===== src/rtl/pwm_pkg.sv =====
// Shared constants and types for the pwm_leds peripheral: register offsets,
// field positions and the duty-cycle byte type.
package pwm_pkg;

  localparam int unsigned DUTY_W    = 8;
  localparam int unsigned CNT_W     = 8;
  localparam int unsigned MAX_CH    = 8;

  localparam logic [1:0] CTRL_OFF    = 2'd0;
  localparam logic [1:0] DUTY_LO_OFF = 2'd1;
  localparam logic [1:0] DUTY_HI_OFF = 2'd2;
  localparam logic [1:0] STATUS_OFF  = 2'd3;

  localparam int unsigned EN_BIT    = 0;
  localparam int unsigned PRESC_LSB = 8;
  localparam int unsigned PEND_BIT  = 8;

  typedef logic [DUTY_W-1:0] duty_t;

endpackage


===== src/rtl/pwm_prescaler.sv =====
// Clock prescaler: one tick every presc_i+1 cycles while enabled, counter
// parked at zero otherwise.
module pwm_prescaler #(
  parameter int unsigned W = 8
) (
  input  logic         clk,
  input  logic         reset_n,
  input  logic         en_i,
  input  logic [W-1:0] presc_i,
  output logic         tick_c_o
);

  logic [W-1:0] pcnt_q, pcnt_d;

  // >= compare so a reload lowered below pcnt ticks at once instead of wrapping
  always_comb begin
    tick_c_o = 1'b0;
    pcnt_d   = pcnt_q;
    if (!en_i) begin
      pcnt_d = '0;
    end else if (pcnt_q >= presc_i) begin
      tick_c_o = 1'b1;
      pcnt_d   = '0;
    end else begin
      pcnt_d = pcnt_q + W'(1);
    end
  end

  always_ff @(posedge clk) begin
    if (!reset_n) pcnt_q <= '0;
    else          pcnt_q <= pcnt_d;
  end

endmodule


===== src/rtl/pwm_leds.sv =====
// Memory-mapped 8-channel LED PWM with shadowed duty registers that are
// committed only at the period wrap, so outputs never glitch mid-period.
module pwm_leds
  import pwm_pkg::*;
#(
  parameter int unsigned CHANNELS   = 8,
  parameter int unsigned PRESCALE_W = 8
) (
  input  logic        clk,
  input  logic        reset_n,
  input  logic [31:0] address_in,
  input  logic        sel_in,
  input  logic        read_in,
  output logic [31:0] read_value_out,
  input  logic [3:0]  write_mask_in,
  input  logic [31:0] write_value_in,
  output logic        ready_out,
  output logic [7:0]  pwm_out
);

  logic                      en_q, en_d;
  logic [PRESCALE_W-1:0]     presc_q, presc_d;
  duty_t [CHANNELS-1:0]      shadow_q, shadow_d;
  duty_t [CHANNELS-1:0]      active_q, active_d;
  logic                      pend_q, pend_d;
  logic [CNT_W-1:0]          cnt_q, cnt_d;
  logic [MAX_CH-1:0]         pwm_q, pwm_d;
  logic                      tick_c, wrap_c, duty_wr_c;
  logic [1:0]                offset_c;
  logic [31:0]               read_c;
  logic                      unused_c;

  assign offset_c = address_in[3:2];
  assign unused_c = ^{read_in, address_in[31:4], address_in[1:0], write_value_in[7:1]};

  pwm_prescaler #(.W(PRESCALE_W)) u_presc (
    .clk      (clk),
    .reset_n  (reset_n),
    .en_i     (en_q),
    .presc_i  (presc_q),
    .tick_c_o (tick_c)
  );

  // Register writes, byte-lane granular
  always_comb begin
    en_d      = en_q;
    presc_d   = presc_q;
    shadow_d  = shadow_q;
    duty_wr_c = 1'b0;
    if (sel_in) begin
      case (offset_c)
        CTRL_OFF: begin
          if (write_mask_in[0]) en_d = write_value_in[EN_BIT];
          if (write_mask_in[1]) presc_d = write_value_in[PRESC_LSB +: PRESCALE_W];
        end
        DUTY_LO_OFF: begin
          for (int unsigned b = 0; b < 4; b++) begin
            if (write_mask_in[b] && (b < CHANNELS)) begin
              shadow_d[b] = write_value_in[8*b +: 8];
              duty_wr_c   = 1'b1;
            end
          end
        end
        DUTY_HI_OFF: begin
          for (int unsigned b = 0; b < 4; b++) begin
            if (write_mask_in[b] && ((b + 4) < CHANNELS)) begin
              shadow_d[b+4] = write_value_in[8*b +: 8];
              duty_wr_c     = 1'b1;
            end
          end
        end
        default: ;
      endcase
    end
  end

  // Period counter and shadow->active commit; disabled mode tracks the shadow
  always_comb begin
    cnt_d    = cnt_q;
    active_d = active_q;
    pend_d   = pend_q;
    pwm_d    = '0;
    wrap_c   = tick_c && (cnt_q == '1);
    if (!en_q) begin
      cnt_d    = '0;
      active_d = shadow_d;
      pend_d   = 1'b0;
    end else begin
      if (tick_c) cnt_d = cnt_q + CNT_W'(1);
      if (wrap_c) begin
        active_d = shadow_q;
        pend_d   = duty_wr_c;
      end else if (duty_wr_c) begin
        pend_d = 1'b1;
      end
    end
    for (int unsigned i = 0; i < CHANNELS; i++) begin
      pwm_d[i] = en_q && (cnt_q < active_q[i]);
    end
  end

  always_ff @(posedge clk) begin
    if (!reset_n) begin
      en_q     <= 1'b0;
      presc_q  <= '0;
      shadow_q <= '0;
      active_q <= '0;
      pend_q   <= 1'b0;
      cnt_q    <= '0;
      pwm_q    <= '0;
    end else begin
      en_q     <= en_d;
      presc_q  <= presc_d;
      shadow_q <= shadow_d;
      active_q <= active_d;
      pend_q   <= pend_d;
      cnt_q    <= cnt_d;
      pwm_q    <= pwm_d;
    end
  end

  // Read mux
  always_comb begin
    read_c = '0;
    case (offset_c)
      CTRL_OFF: begin
        read_c[EN_BIT]                   = en_q;
        read_c[PRESC_LSB +: PRESCALE_W]  = presc_q;
      end
      DUTY_LO_OFF: begin
        for (int unsigned b = 0; b < 4; b++) begin
          if (b < CHANNELS) read_c[8*b +: 8] = shadow_q[b];
        end
      end
      DUTY_HI_OFF: begin
        for (int unsigned b = 0; b < 4; b++) begin
          if ((b + 4) < CHANNELS) read_c[8*b +: 8] = shadow_q[b+4];
        end
      end
      default: begin
        read_c[CNT_W-1:0] = cnt_q;
        read_c[PEND_BIT]  = pend_q;
      end
    endcase
  end

  assign read_value_out = sel_in ? read_c : 32'h0;
  assign ready_out      = sel_in;
  assign pwm_out        = pwm_q;

endmodule


===== config.mk =====
export PLATFORM = sky130hd
export DESIGN_NAME = pwm_leds
export DESIGN_NICKNAME = d
export VERILOG_FILES = /design/src/rtl/pwm_pkg.sv /design/src/rtl/pwm_prescaler.sv /design/src/rtl/pwm_leds.sv
export SDC_FILE = /design/constraint.sdc
export NUM_CORES = 1
export LEC_CHECK = 0
export CAP_MARGIN = 25
export CELL_PAD_IN_SITES_DETAIL_PLACEMENT = 0
export CELL_PAD_IN_SITES_GLOBAL_PLACEMENT = 2
export CORE_MARGIN = 5
export CORE_UTILIZATION = 35
export CTS_BUF_LIST = sky130_fd_sc_hd__clkbuf_4
export DETAILED_ROUTE_END_ITERATION = 6
export PLACE_DENSITY = 0.85
export SETUP_SLACK_MARGIN = 0.5
export SLEW_MARGIN = 20
export SYNTH_ARGS = -nofsm -noshare
export SYNTH_HDL_FRONTEND = slang
export SYNTH_SLANG_ARGS = --single-unit
export TNS_END_PERCENT = 10

===== constraint.sdc =====
create_clock -name clk -period 5.6 [get_ports clk]
set_input_delay 1.12 -clock clk [delete_from_list [all_inputs] [get_ports clk]]
set_output_delay 1.12 -clock clk [all_outputs]
set_load 0.005 [all_outputs]

# == Yosys cells after proc, flatten, opt, wreduce, memory -nomap -nowiden ==
# Index checks and enable logic that the tools add are counted.
# totals
regBits,162
in_bits,72
out_inout_bits,41
elab_cells,84
# classes
n_addsub,2
order_cmp,9
eq_ne,4
muxes,29
bitwise,2
reduce_logical,16
# op_table
cell,n
$mux 64,3
$mux 32,3
$lt 8x8->1,8
$mux 8,8
$pmux 7 s3,2
$pmux 16 s2,1
$add 8x1->8 const B,2
$mux 1,10
$logic_and 1x1->1,9
$eq 8x8->1 const B,1
$ge 8x8->1,1
$pmux 1 s3,2
$reduce_and 3->1,2
$reduce_or 3->1,1
$eq 2x1->1 const B,1
$eq 2x2->1 const B,1
$logic_not 2->1,1
$ne 2x1->1 const B,1
$not 1->1,2
$reduce_and 2->1,1
$reduce_bool 2->1,1
$reduce_or 2->1,1

# == Depth between registers and ports, before layout ==
# Gate-level depths: netlist (run 1).
# depth
depth_word,8
mapped_depth,9
mapped_depth_nobuf,7

# == Hierarchy ==
# Synthesis (run 1) repeated with hierarchy kept, for this count alone.
# unflattened
cells_unflattened,952
hier_area_um2,8720.9
# by_module_without_submodules
mod,n_inst,cells_each,area_each_um2,seq_area_each_um2
pwm_leds,1,891,8185.4,3083.0
pwm_prescaler,1,61,535.5,160.2

# == Least setup slack after synthesis (run 1) ==
# No wires, ideal clock.
# synth_path
kind,in2out
from,input address_in[3]
to,output read_value_out[4]
arrival_time_ns,2.221
required_time_ns,4.480
setup_slack_ns,2.259
cell_stages,6
n_path_buf,2
cell_sequence,inv_1 > ha_1 > clkbuf_1 > buf_1 > a221oi_1 > a211oi_1
# synth_between
elab_chain_cells,3
elab_cells_between_ends,5
cone_classes,eq/ne (2); mux (2); reduce/logical (1)
# synth_lines
item,line,rtl
"start, declared",pwm_leds.sv:11,"input logic [31:0] address_in,"
$eq 2x2->1 (tied with other cells),pwm_leds.sv:125,case (offset_c)
$pmux 7 s3 *,pwm_leds.sv:125,
$mux 32 *,pwm_leds.sv:147,assign read_value_out = sel_in ? read_c : 32'h0;
"end, declared",pwm_leds.sv:14,"output logic [31:0] read_value_out,"
# Mark *: on every way between the ends. The rest lies on a longest branch, timed or not.

# == Worst setup path after layout (run 1) ==
# layout_path
from,input address_in[3]
to,output read_value_out[10]
# The elaborated chain is that of the path after synthesis.

==> metrics.md, run 1 <==
| Metric | Value |
|---|---|
| Measured slew at the worst slew-check pin | 948 ps |
| Final nets | 1131 |
| P&R area growth vs syn | 15.0% |
| Count leader, synth | dfxtp_1 |
| Post-synth top area share | 0.374 |
| Total GRT Usage | 0.173 |
| Hold Worst Slack | 481 ps |
| H-Tree Level Count | 4 |
| CP cell instances | clkdlybuf4s50_1, inv_1, ha_1, buf_4, a222oi_1, nor2_1, clkdlybuf4s50_1 |
| TritonCTS Buffers | 17 |
| Post-CTS Resized | 0 |
| Sw power | 0.591 mW |
| Syn. warnings | 0 |
| Total power | 2.13 mW |
| Comb power frac | 0.108 |
| Post-route setup slack | 835 ps |
| Initial antenna violation count | 1 |
| #FFs+latches synth | 162 |
| Ys async rst share | 0 |
| Post-synth EDFFs | 0 |
| RSZ-0062 raised after global routing | false |
| Max clock buf depth | 2 |
| Slew headroom | 0.368 |
| Critical Path RT | 4480 ps |
| Clock Latency Late Sink | around 560 ps |
| Vias | 7015 |
| Die area | 0.0280 mm² |
| Post-route DRC | 0 |
| Vias/cell | 5.29 |
| Gr busiest metal | met2 |
| Number of top-level pins | 113 |
| WS Path Type | input port to output pin |
| Class of the worst hold path | flip-flop to flip-flop |
| Vias in the first global route | 7106 |
| Run status | finished clean |
| Post-synth top area cell | dfxtp_1 |
| Crit start category | input port |
| DR pass1 iterations | 5 |
| Pin count of the biggest net entering global routing | 80 |
| Cell variety after synth | 44 |
| GRT met3 Usage | 0.0297 |
| Main synth FF type | dfxtp_1 |
| Power Internal | roughly 1.5 mW |
| WL/cell | 18.6 µm |
| Delay of the slowest critical-path stage | 560 ps |
| Gpl congestion | about 0.77 |
| Post-route minimum period | between 4000 and 5000 ps |
| Grt met2 use | 0.285 |
| Layout cells sized above 1 | 0.0759 |
| Routing usage on met1 | 0.235 |
| Clk sinks | 162 |
| Leak pwr | around 4.3 nW |
| Worst-case vdd ir drop | 0.000100 V |
| WL final | 24.7 mm |
| Pwr Density | 213 mW/mm² |
| Dpl cells | about 1300 |
| Peak Freq | approximately 210 MHz |
| Clock-pin slew on the worst setup and hold paths | 120 ps |
| CP max stage cell | ha_1 |
| Clock Skew | ~27 ps |
| DP HPWL | ~16 mm |
| Crit path max fanout | 25 |
| Core ar. | between 0.02 and 0.025 mm² |
| Mapped Nets | 1080 |
| DP Worst Slack | 870 ps |
| CTS tree | yes |
| Non-filler cells, final | 1326 |
| Fin util | 0.409 |
| Hold Vio Cnt, Final | 0 |
| # rows | 57 |
| Final setup viols | 0 |
| Most used cell, CP | clkdlybuf4s50_1 |
| Die width | 167 µm |
| Syn avg cell area | 9.25 µm² |
| Port bufs | 81 |
| Final ANT Viol Nets | 0 |
| Root Buffer Master | clkbuf_4 |
| Post-Syn Area | 0.00868 mm² |
| Worst setup EP type | output pin |
| Final worst path period share | 0.851 |
| Max-Cap Viols | 0 |
| Sw Share | 0.278 |
| Area after DPL | about 0.0097 mm² |
| Sequential area share after synthesis | 0.374 |
| Clock share of power | 0.333 |
| Initial detailed-routing violation count | 410 |
| Die H | approximately 170 µm |
| Crit path DAT | between 3000 and 4000 ps |
| Number of hold buffers added after CTS | 0 |
| Largest cells by area after synthesis | dfxtp_1, ha_1, mux2i_1 |
| Post-Syn Instances | 938 |
| First-pass GRT wire length | 39.0 mm |
| # fillers | around 2500 |
| Synth top cells by count | dfxtp_1, nor2_1, mux2i_1, nor2b_1, ha_1 |
| GRT overflow | 0 |
| Slew Viols, Final | 0 |
| Post CTS Setup Buffer Count | 0 |
| Design Area, Final | 0.00998 mm² |
| Sequential Power Share | 0.559 |
| Initial Util | 0.356 |
| Setup TNS | 0 ps |
[path summary, 6_finish.rpt]
kind / startpoint / slack (ps) / end / cells past startpoint
worst min-delay path: u_presc.pcnt_q[0] / 480 / u_presc.pcnt_q[0] / 1
worst max-delay path: address_in[3] / 830 / read_value_out[10] / 7
worst max register to register: presc_q[7] / 2670 / active_q[14] / 8
worst min register to register: u_presc.pcnt_q[0] / 480 / u_presc.pcnt_q[0] / 1
[layout make-up]
cell class	instances	area (µm²)	share of cell area
antenna	1	2.50	0.000251
clock buffer	18	135	0.0135
clock inverter	13	135	0.0135
inverter	68	255	0.0256
multi-input combinational	646	4900	0.491
sequential	162	3240	0.325
tap	324	405	0.0406
timing repair buffer	94	906	0.0907
[power groups by stage]
stage          logic (mW)  clock network, mW  registers [mW]
3_3_place_gp        0.229                  0            1.22
2_1_floorplan       0.151                  0            1.21
5_1_grt             0.251              0.775            1.19
3_5_place_dp        0.229                  0            1.22
4_1_cts             0.231              0.730            1.19
6_report            0.230              0.708            1.19
[flip-flops by register name, indices dropped and copies added (netlist names)]
| name | cells |
|---|---|
| en_q | 1 |
| u_presc.pcnt_q | 8 |
| active_q | 64 |
| presc_q | 8 |
| shadow_q | 64 |
| pwm_out | 8 |
| cnt_q | 8 |
| pend_q | 1 |
[cells in the final DEF, fill, tap and decap left out, types with 3 or more instances in the layout]
| cell type | count |
|---|---|
| dfxtp_1 | 161 |
| nor2_1 | 116 |
| clkdlybuf4s50_1 | 80 |
| mux2i_1 | 73 |
| nor2b_1 | 73 |
| ha_1 | 70 |
| inv_1 | 67 |
| a22o_1 | 64 |
| a31o_1 | 40 |
| a31o_2 | 28 |
| a21oi_1 | 23 |
| a22oi_1 | 22 |
| nand3_1 | 22 |
| a211oi_1 | 18 |
| clkbuf_4 | 18 |
| a21o_1 | 16 |
| buf_4 | 14 |
| o21ai_0 | 12 |
| nand2_1 | 10 |
| nand2b_1 | 10 |
| a222oi_1 | 9 |
| o21a_1 | 9 |
| clkinv_1 | 4 |
| and3_1 | 4 |
| xnor2_1 | 4 |
| xor2_1 | 3 |
| inv_6 | 3 |
[worst max-delay path: cells and delay by family]
| kind | cells | cell delay [ps] |
|---|---|---|
| buf+inv | 4 | 1630 |
| fa+ha+maj | 1 | 560 |
| simple gates | 1 | 140 |
| compound gates | 1 | 180 |
[per-layer routing]
metal,share of wire,vias to the layer above
li1,-,3468
met4,0.018,0
met1,0.49,3379
met5,0,-
met3,0.035,26
met2,0.46,142
[kinds of logic after synthesis]
logic type	Yosys count	synth area share
AOI/OAI and AO/OA	248	0.231
and+or+nand+nor	248	0.140
DFF	162	0.374
adders and majority gates	70	0.101
buffers and inverters	130	0.0634
xor gates and xnor gates	7	0.00707
muxes	73	0.0842
Note: power is estimated with default switching activity, not from simulation.
==> run 2, diff against run 1 <==
--- a/config.mk
+++ b/config.mk
@@ -10,7 +10,7 @@
 export CELL_PAD_IN_SITES_GLOBAL_PLACEMENT = 2
 export CORE_MARGIN = 5
 export CORE_UTILIZATION = 35
-export CTS_BUF_LIST = sky130_fd_sc_hd__clkbuf_4
+export CTS_BUF_LIST = sky130_fd_sc_hd__clkbuf_4 sky130_fd_sc_hd__clkbuf_8
 export DETAILED_ROUTE_END_ITERATION = 6
 export PLACE_DENSITY = 0.85
 export SETUP_SLACK_MARGIN = 0.5
==> metrics.md, run 2 (same netlist as run 1, synthesis figures left out) <==
| Metric | Value |
|---|---|
| # rows | 57 (unchanged) |
| Clock-pin slew on the worst setup and hold paths | 80 ps (was 120 ps) |
| DR pass1 iterations | 5 (unchanged) |
| Max-Cap Viols | 0 (unchanged) |
| Slew headroom | 0.378 (was 0.368) |
| Hold Vio Cnt, Final | 0 (unchanged) |
| Initial detailed-routing violation count | 408 (was 410) |
| WL final | 24.6 mm (was 24.7 mm) |
| Worst setup EP type | output pin (unchanged) |
| First-pass GRT wire length | 39.0 mm (about the same) |
| P&R area growth vs syn | 16.6% (was 15.0%) |
| Post-route DRC | 0 (unchanged) |
| Total power | 2.32 mW (was 2.13 mW) |
| ANT cells | 0 (was 1) |
| Crit start category | input port (unchanged) |
| Pwr Density | 229 mW/mm² (was 213 mW/mm²) |
| WS Path Type | input port to output pin (unchanged) |
| Number of top-level pins | 113 (unchanged) |
| Commonest cells after routing, fill and taps aside | dfxtp_1, nor2_1, clkdlybuf4s50_1 (unchanged) |
| Vias in the first global route | 7090 (was 7106) |
| Leak pwr | 4.32 nW (was 4.26 nW) |
| Die area | 0.0280 mm² (unchanged) |
| Initial Util | 0.356 (unchanged) |
| Gpl congestion | 0.772 (unchanged) |
| Run status | finished clean (unchanged) |
| Post CTS Setup Buffer Count | 0 (unchanged) |
| Commonest non-fill, non-tap cell in the layout | dfxtp_1 (unchanged) |
| Crit path DAT | 3630 ps (was 3650 ps) |
| Setup TNS | 0 ps (unchanged) |
| Class of the worst hold path | flip-flop to flip-flop (unchanged) |
| Initial antenna violation count | 0 (was 1) |
| TritonCTS Buffers | 17 (unchanged) |
| Clk sinks | 162 (unchanged) |
| WL/cell | 18.6 µm (about the same) |
| Die width | 167 µm (unchanged) |
| Vias/cell | 5.29 (about the same) |
| Critical Path RT | 4480 ps (about the same) |
| Pin count of the biggest net entering global routing | 80 (unchanged) |
| Clock Latency Late Sink | 460 ps (was 560 ps) |
| Post-CTS Resized | 0 (unchanged) |
| Final worst path period share | 0.849 (was 0.851) |
| Worst-case vdd ir drop | 0.000141 V (was 0.000100 V) |
| Total GRT Usage | 0.174 (was 0.173) |
| Vias | 7013 (was 7015) |
| H-Tree Level Count | 4 (unchanged) |
| Clock Skew | 16.0 ps (was 27.2 ps) |
| RSZ-0062 raised after global routing | false (unchanged) |
| Layout cells sized above 1 | 0.0789 (was 0.0759) |
| Die H | 167 µm (unchanged) |
| Crit path max fanout | 25 (unchanged) |
| Slew Viols, Final | 0 (unchanged) |
| Post-route minimum period | 4750 ps (was 4770 ps) |
| GRT overflow | 0 (unchanged) |
| Final nets | 1131 (unchanged) |
| Max clock buf depth | 2 (unchanged) |
| Final ANT Viol Nets | 0 (unchanged) |
| DP HPWL | 15.8 mm (unchanged) |
| Core ar. | 0.0244 mm² (unchanged) |
| Number of hold buffers added after CTS | 0 (unchanged) |
| Peak Freq | 210 MHz (about the same) |
| Largest registers | active_q x64, shadow_q x64 (unchanged) |
| Final setup viols | 0 (unchanged) |
| Root Buffer Master | clkbuf_8 (was clkbuf_4) |
| Port bufs | 81 (unchanged) |
| Measured slew at the worst slew-check pin | 933 ps (was 948 ps) |
| CTS tree | yes (unchanged) |
==> run 2: cell count changes in the layout (fill, tap and decap cells not counted), sizes merged <==
| cell | change |
|---|---|
| clkinv | -3 |
| clkbuf | +3 |
| diode | -1 |
==> run 2: worst max-delay path: stages <==
cell and delay [ps]:
clkdlybuf4s50_1 500, inv_1 120, ha_1 550, buf_4 470
a222oi_1 180, nor2_1 140, clkdlybuf4s50_1 530
==> run 2: through the flow <==
step,setup WS (ps),hold slack [ps],utilization,cells,cell area [µm²]
finish,848,470,0.415,1325,10100
global route,762,494,0.415,1325,10100
CTS,865,475,0.415,1325,10100
global placement,872,443,0.398,1294,9710
detailed placement,870,454,0.398,1294,9710
floorplan,2260,430,-,938,8680
==> run 2: area by class of cell <==
class                   count  area [µm²]
inverters                  68         255
fillers                  2462       14300
clock buffers              21         283
flip-flops and latches    162        3240
well taps                 324         405
repair buffers             94         906
clock inverters            10         124
multi-input cells         646        4900
==> run 2: final timing paths <==
check,start,end,slack (ps),depth (start not counted)
worst max register to register,en_q,active_q[13],2690,6
worst min register to register,u_presc.pcnt_q[0],u_presc.pcnt_q[0],470,1
worst max-delay path,address_in[3],read_value_out[10],850,7
worst min-delay path,u_presc.pcnt_q[0],u_presc.pcnt_q[0],470,1
==> run 2: where the power goes <==
group	leakage [nW]	internal [mW]	switching (mW)
registers	1.31	1.17	0.0164
logic	2.81	0.0959	0.134
clock network	0.203	0.440	0.462
==> run 2: layer usage <==
metal,vias to the layer above,part of all wire,GRT usage
li1,3468,-,-
met1,3371,0.49,0.236
met2,142,0.46,0.284
met3,32,0.035,0.0306
met4,0,0.019,0.0505
met5,-,0,0
==> run 3, diff against run 2 <==
--- a/config.mk
+++ b/config.mk
@@ -9,10 +9,10 @@
 export CELL_PAD_IN_SITES_DETAIL_PLACEMENT = 0
 export CELL_PAD_IN_SITES_GLOBAL_PLACEMENT = 2
 export CORE_MARGIN = 5
-export CORE_UTILIZATION = 35
+export CORE_UTILIZATION = 32
 export CTS_BUF_LIST = sky130_fd_sc_hd__clkbuf_4 sky130_fd_sc_hd__clkbuf_8
 export DETAILED_ROUTE_END_ITERATION = 6
-export PLACE_DENSITY = 0.85
+export PLACE_DENSITY = 0.82
 export SETUP_SLACK_MARGIN = 0.5
 export SLEW_MARGIN = 20
 export SYNTH_ARGS = -nofsm -noshare
==> constraint.sdc (replaced) <==
create_clock -name clk -period 4.2 [get_ports clk]
set_input_delay 0.84 -clock clk [delete_from_list [all_inputs] [get_ports clk]]
set_output_delay 0.84 -clock clk [all_outputs]
set_load 0.005 [all_outputs]
==> metrics.md, run 3 (same netlist as run 1, synthesis figures left out) <==
| Metric | Value |
|---|---|
| Run status | finished clean (unchanged) |
| Clock Skew | 14.9 ps (was 16.0 ps) |
| Gpl congestion | 0.771 (was 0.772) |
| Pwr Density | 303 mW/mm² (was 229 mW/mm²) |
| CP max stage cell | clkdlybuf4s50_1 (was ha_1) |
| DP Worst Slack | 295 ps (was 870 ps) |
| Slew headroom | 0.392 (was 0.378) |
| Port bufs | 81 (unchanged) |
| TritonCTS Buffers | 17 (unchanged) |
| Max clock buf depth | 2 (unchanged) |
| Hold depth | 1 (unchanged) |
| Die width | 175 µm (was 167 µm) |
| Total GRT Usage | 0.163 (was 0.174) |
| Number of hold buffers added after CTS | 0 (unchanged) |
| Vias | 6981 (was 7013) |
| Class of the worst hold path | flip-flop to flip-flop (unchanged) |
| Worst setup EP type | output pin (unchanged) |
| Leak pwr | 4.41 nW (was 4.32 nW) |
| WS Path Type | input port to output pin (unchanged) |
| Post-route minimum period | 3650 ps |
| Commonest non-fill, non-tap cell in the layout | dfxtp_1 (unchanged) |
| Crit path max-delay family | buffers and inverters (unchanged) |
| First-pass GRT wire length | 40.2 mm (was 39.0 mm) |
| Die area | 0.0305 mm² (was 0.0280 mm²) |
| Delay of the slowest critical-path stage | 540 ps (was 550 ps) |
| Hold Worst Slack | 482 ps (was 470 ps) |
| Worst reg2reg path startpoint | u_presc.pcnt_q[0] (was en_q) |
| CP cell instances | clkdlybuf4s50_1, inv_1, ha_4, a222oi_1, nor2_1, a21oi_1, nor2_1, clkdlybuf4s50_1 (was clkdlybuf4s50_1, inv_1, ha_1, buf_4, a222oi_1, nor2_1, clkdlybuf4s50_1) |
| H-Tree Level Count | 4 (unchanged) |
| RR Endpoint | active_q[53] (was active_q[13]) |
| Measured slew at the worst slew-check pin | 909 ps (was 933 ps) |
| Largest registers | active_q x64, shadow_q x64 (unchanged) |
| Core ar. | 0.0268 mm² (was 0.0244 mm²) |
| GRT overflow | 0 (unchanged) |
| Worst path bufs/invs | 3 (was 4) |
| Final nets | 1143 (was 1131) |
| Die H | 175 µm (was 167 µm) |
| Post CTS Setup Buffer Count | 0 (unchanged) |
| Total power | 3.12 mW (was 2.32 mW) |
| Crit path DAT | 2810 ps (was 3630 ps) |
| Max-Cap Viols | 0 (unchanged) |
| Worst r2r path cells | 8 (was 6) |
| RSZ-0062 raised after global routing | true (was false) |
| # rows | 60 (was 57) |
| WL/cell | 18.4 µm (was 18.6 µm) |
| Final setup viols | 0 (unchanged) |
| Pin count of the biggest net entering global routing | 70 (was 80) |
| Number of top-level pins | 113 (unchanged) |
| Multi-input gate area in the final layout | 0.00492 mm² (was 0.00490 mm²) |
| Critical Path RT | 3360 ps (was 4480 ps) |
| Clk sinks | 162 (unchanged) |
| Slew Viols, Final | 0 (unchanged) |
| Hold path endpoint | u_presc.pcnt_q[0] (unchanged) |
| Vias/cell | 5.15 (was 5.29) |
| Crit start category | input port (unchanged) |
| Layout cells sized above 1 | 0.0957 (was 0.0789) |
| Commonest cells after routing, fill and taps aside | dfxtp_1, nor2_1, clkdlybuf4s50_1 (unchanged) |
| Worst-case vdd ir drop | 0.000202 V (was 0.000141 V) |
| Final worst path period share | 0.869 |
| Hold Vio Cnt, Final | 0 (unchanged) |
| Initial detailed-routing violation count | 426 (was 408) |
| CTS tree | yes (unchanged) |
| Post-route setup slack | 550 ps (was 848 ps) |
| Post-route DRC | 0 (unchanged) |
| DP HPWL | 16.6 mm (was 15.8 mm) |
| Root Buffer Master | clkbuf_8 (unchanged) |
| Initial Util | 0.324 (was 0.356) |
| Crit path max fanout | 9 (was 25) |
| # fillers | 2678 (was 2462) |
| Fin util | 0.384 (was 0.415) |
| Register area | 0.00324 mm² (unchanged) |
| Clock Latency Late Sink | 450 ps (was 460 ps) |
| Clock-pin slew on the worst setup and hold paths | 90 ps (was 80 ps) |
| Beginning of the worst hold path | u_presc.pcnt_q[0] (unchanged) |
| Final ANT Viol Nets | 0 (unchanged) |
| Setup TNS | 0 ps (unchanged) |
| Reg2Reg Setup Slack | 1410 ps (was 2690 ps) |
| ANT cells | 0 (unchanged) |
| Vias in the first global route | 7113 (was 7090) |
| DR pass1 iterations | 7 (was 5) |
| P&R area growth vs syn | 18.7% (was 16.6%) |
| Peak Freq | 274 MHz |
| Initial antenna violation count | 1 (was 0) |
| WL final | 24.9 mm (was 24.6 mm) |
-- run 3: changes by cell type in the layout (fill, tap and decap cells not counted), moves of 2 or more --
| cell | previous run | this run |
|---|---|---|
| ha_2 | 0 | 2 |
| inv_6 | 3 | 5 |
| ha_1 | 70 | 67 |
| buf_6 | 0 | 3 |
| buf_4 | 14 | 21 |
-- run 3: report_power, final --
| part | leakage (nW) | total, mW | switching (mW) | internal (mW) |
|---|---|---|---|---|
| Sequential | 1.31 | 1.58 | 0.0195 | 1.56 |
| Combinational | 2.89 | 0.324 | 0.184 | 0.139 |
| Clock | 0.206 | 1.21 | 0.638 | 0.573 |
| Total | 4.41 | 3.12 | 0.842 | 2.28 |
-- run 3: worst max-delay path by stage --
stage | start | to | slack (ps) | cells past startpoint
final | address_in[2] | read_value_out[0] | 550 | 8
after global routing | address_in[2] | read_value_out[8] | 460 | 8
after CTS | address_in[3] | read_value_out[3] | 460 | 9
after detailed placement | address_in[2] | read_value_out[4] | 300 | 6
after global placement | address_in[2] | read_value_out[20] | 310 | 7
after floorplan | address_in[3] | read_value_out[4] | 1420 | 6
-- run 3: worst reg2reg max path, stage by stage, from the launching register on --
cell and delay [ps]:
dfxtp_1 390, inv_1 60, ha_1 260, nand2b_1 170, a2111oi_4 430, o22ai_4 170, a21oi_4 750, buf_12 320
a22o_1 200
-- run 3: metal layers --
layer,vias up,global-route usage,wire [µm]
met3,24,0.0283,768
met5,-,0,0
met1,3357,0.224,12200
li1,3494,-,-
met4,0,0.0442,487
met2,106,0.265,11500
-- run 3: area by class of cell --
type,instances,share of cell area
clock buffers,19,0.0254
clock inverters,13,0.0145
inverters,68,0.0248
multi-input cells,646,0.478
flip-flops and latches,162,0.315
well taps,341,0.0414
repair buffers,106,0.101
-- run 3: per-stage QoR --
stage	area [µm²]	std cells
2_1_floorplan	8680	938
3_3_place_gp	9830	1322
3_5_place_dp	9850	1323
4_1_cts	10300	1355
5_1_grt	10300	1355
6_report	10300	1355
-- run 3: what timing repair did --
item | CTS | global route
resized for setup | 4 | 6
endpoints found under the setup margin | 29 | 32
pin swaps | 0 | 0
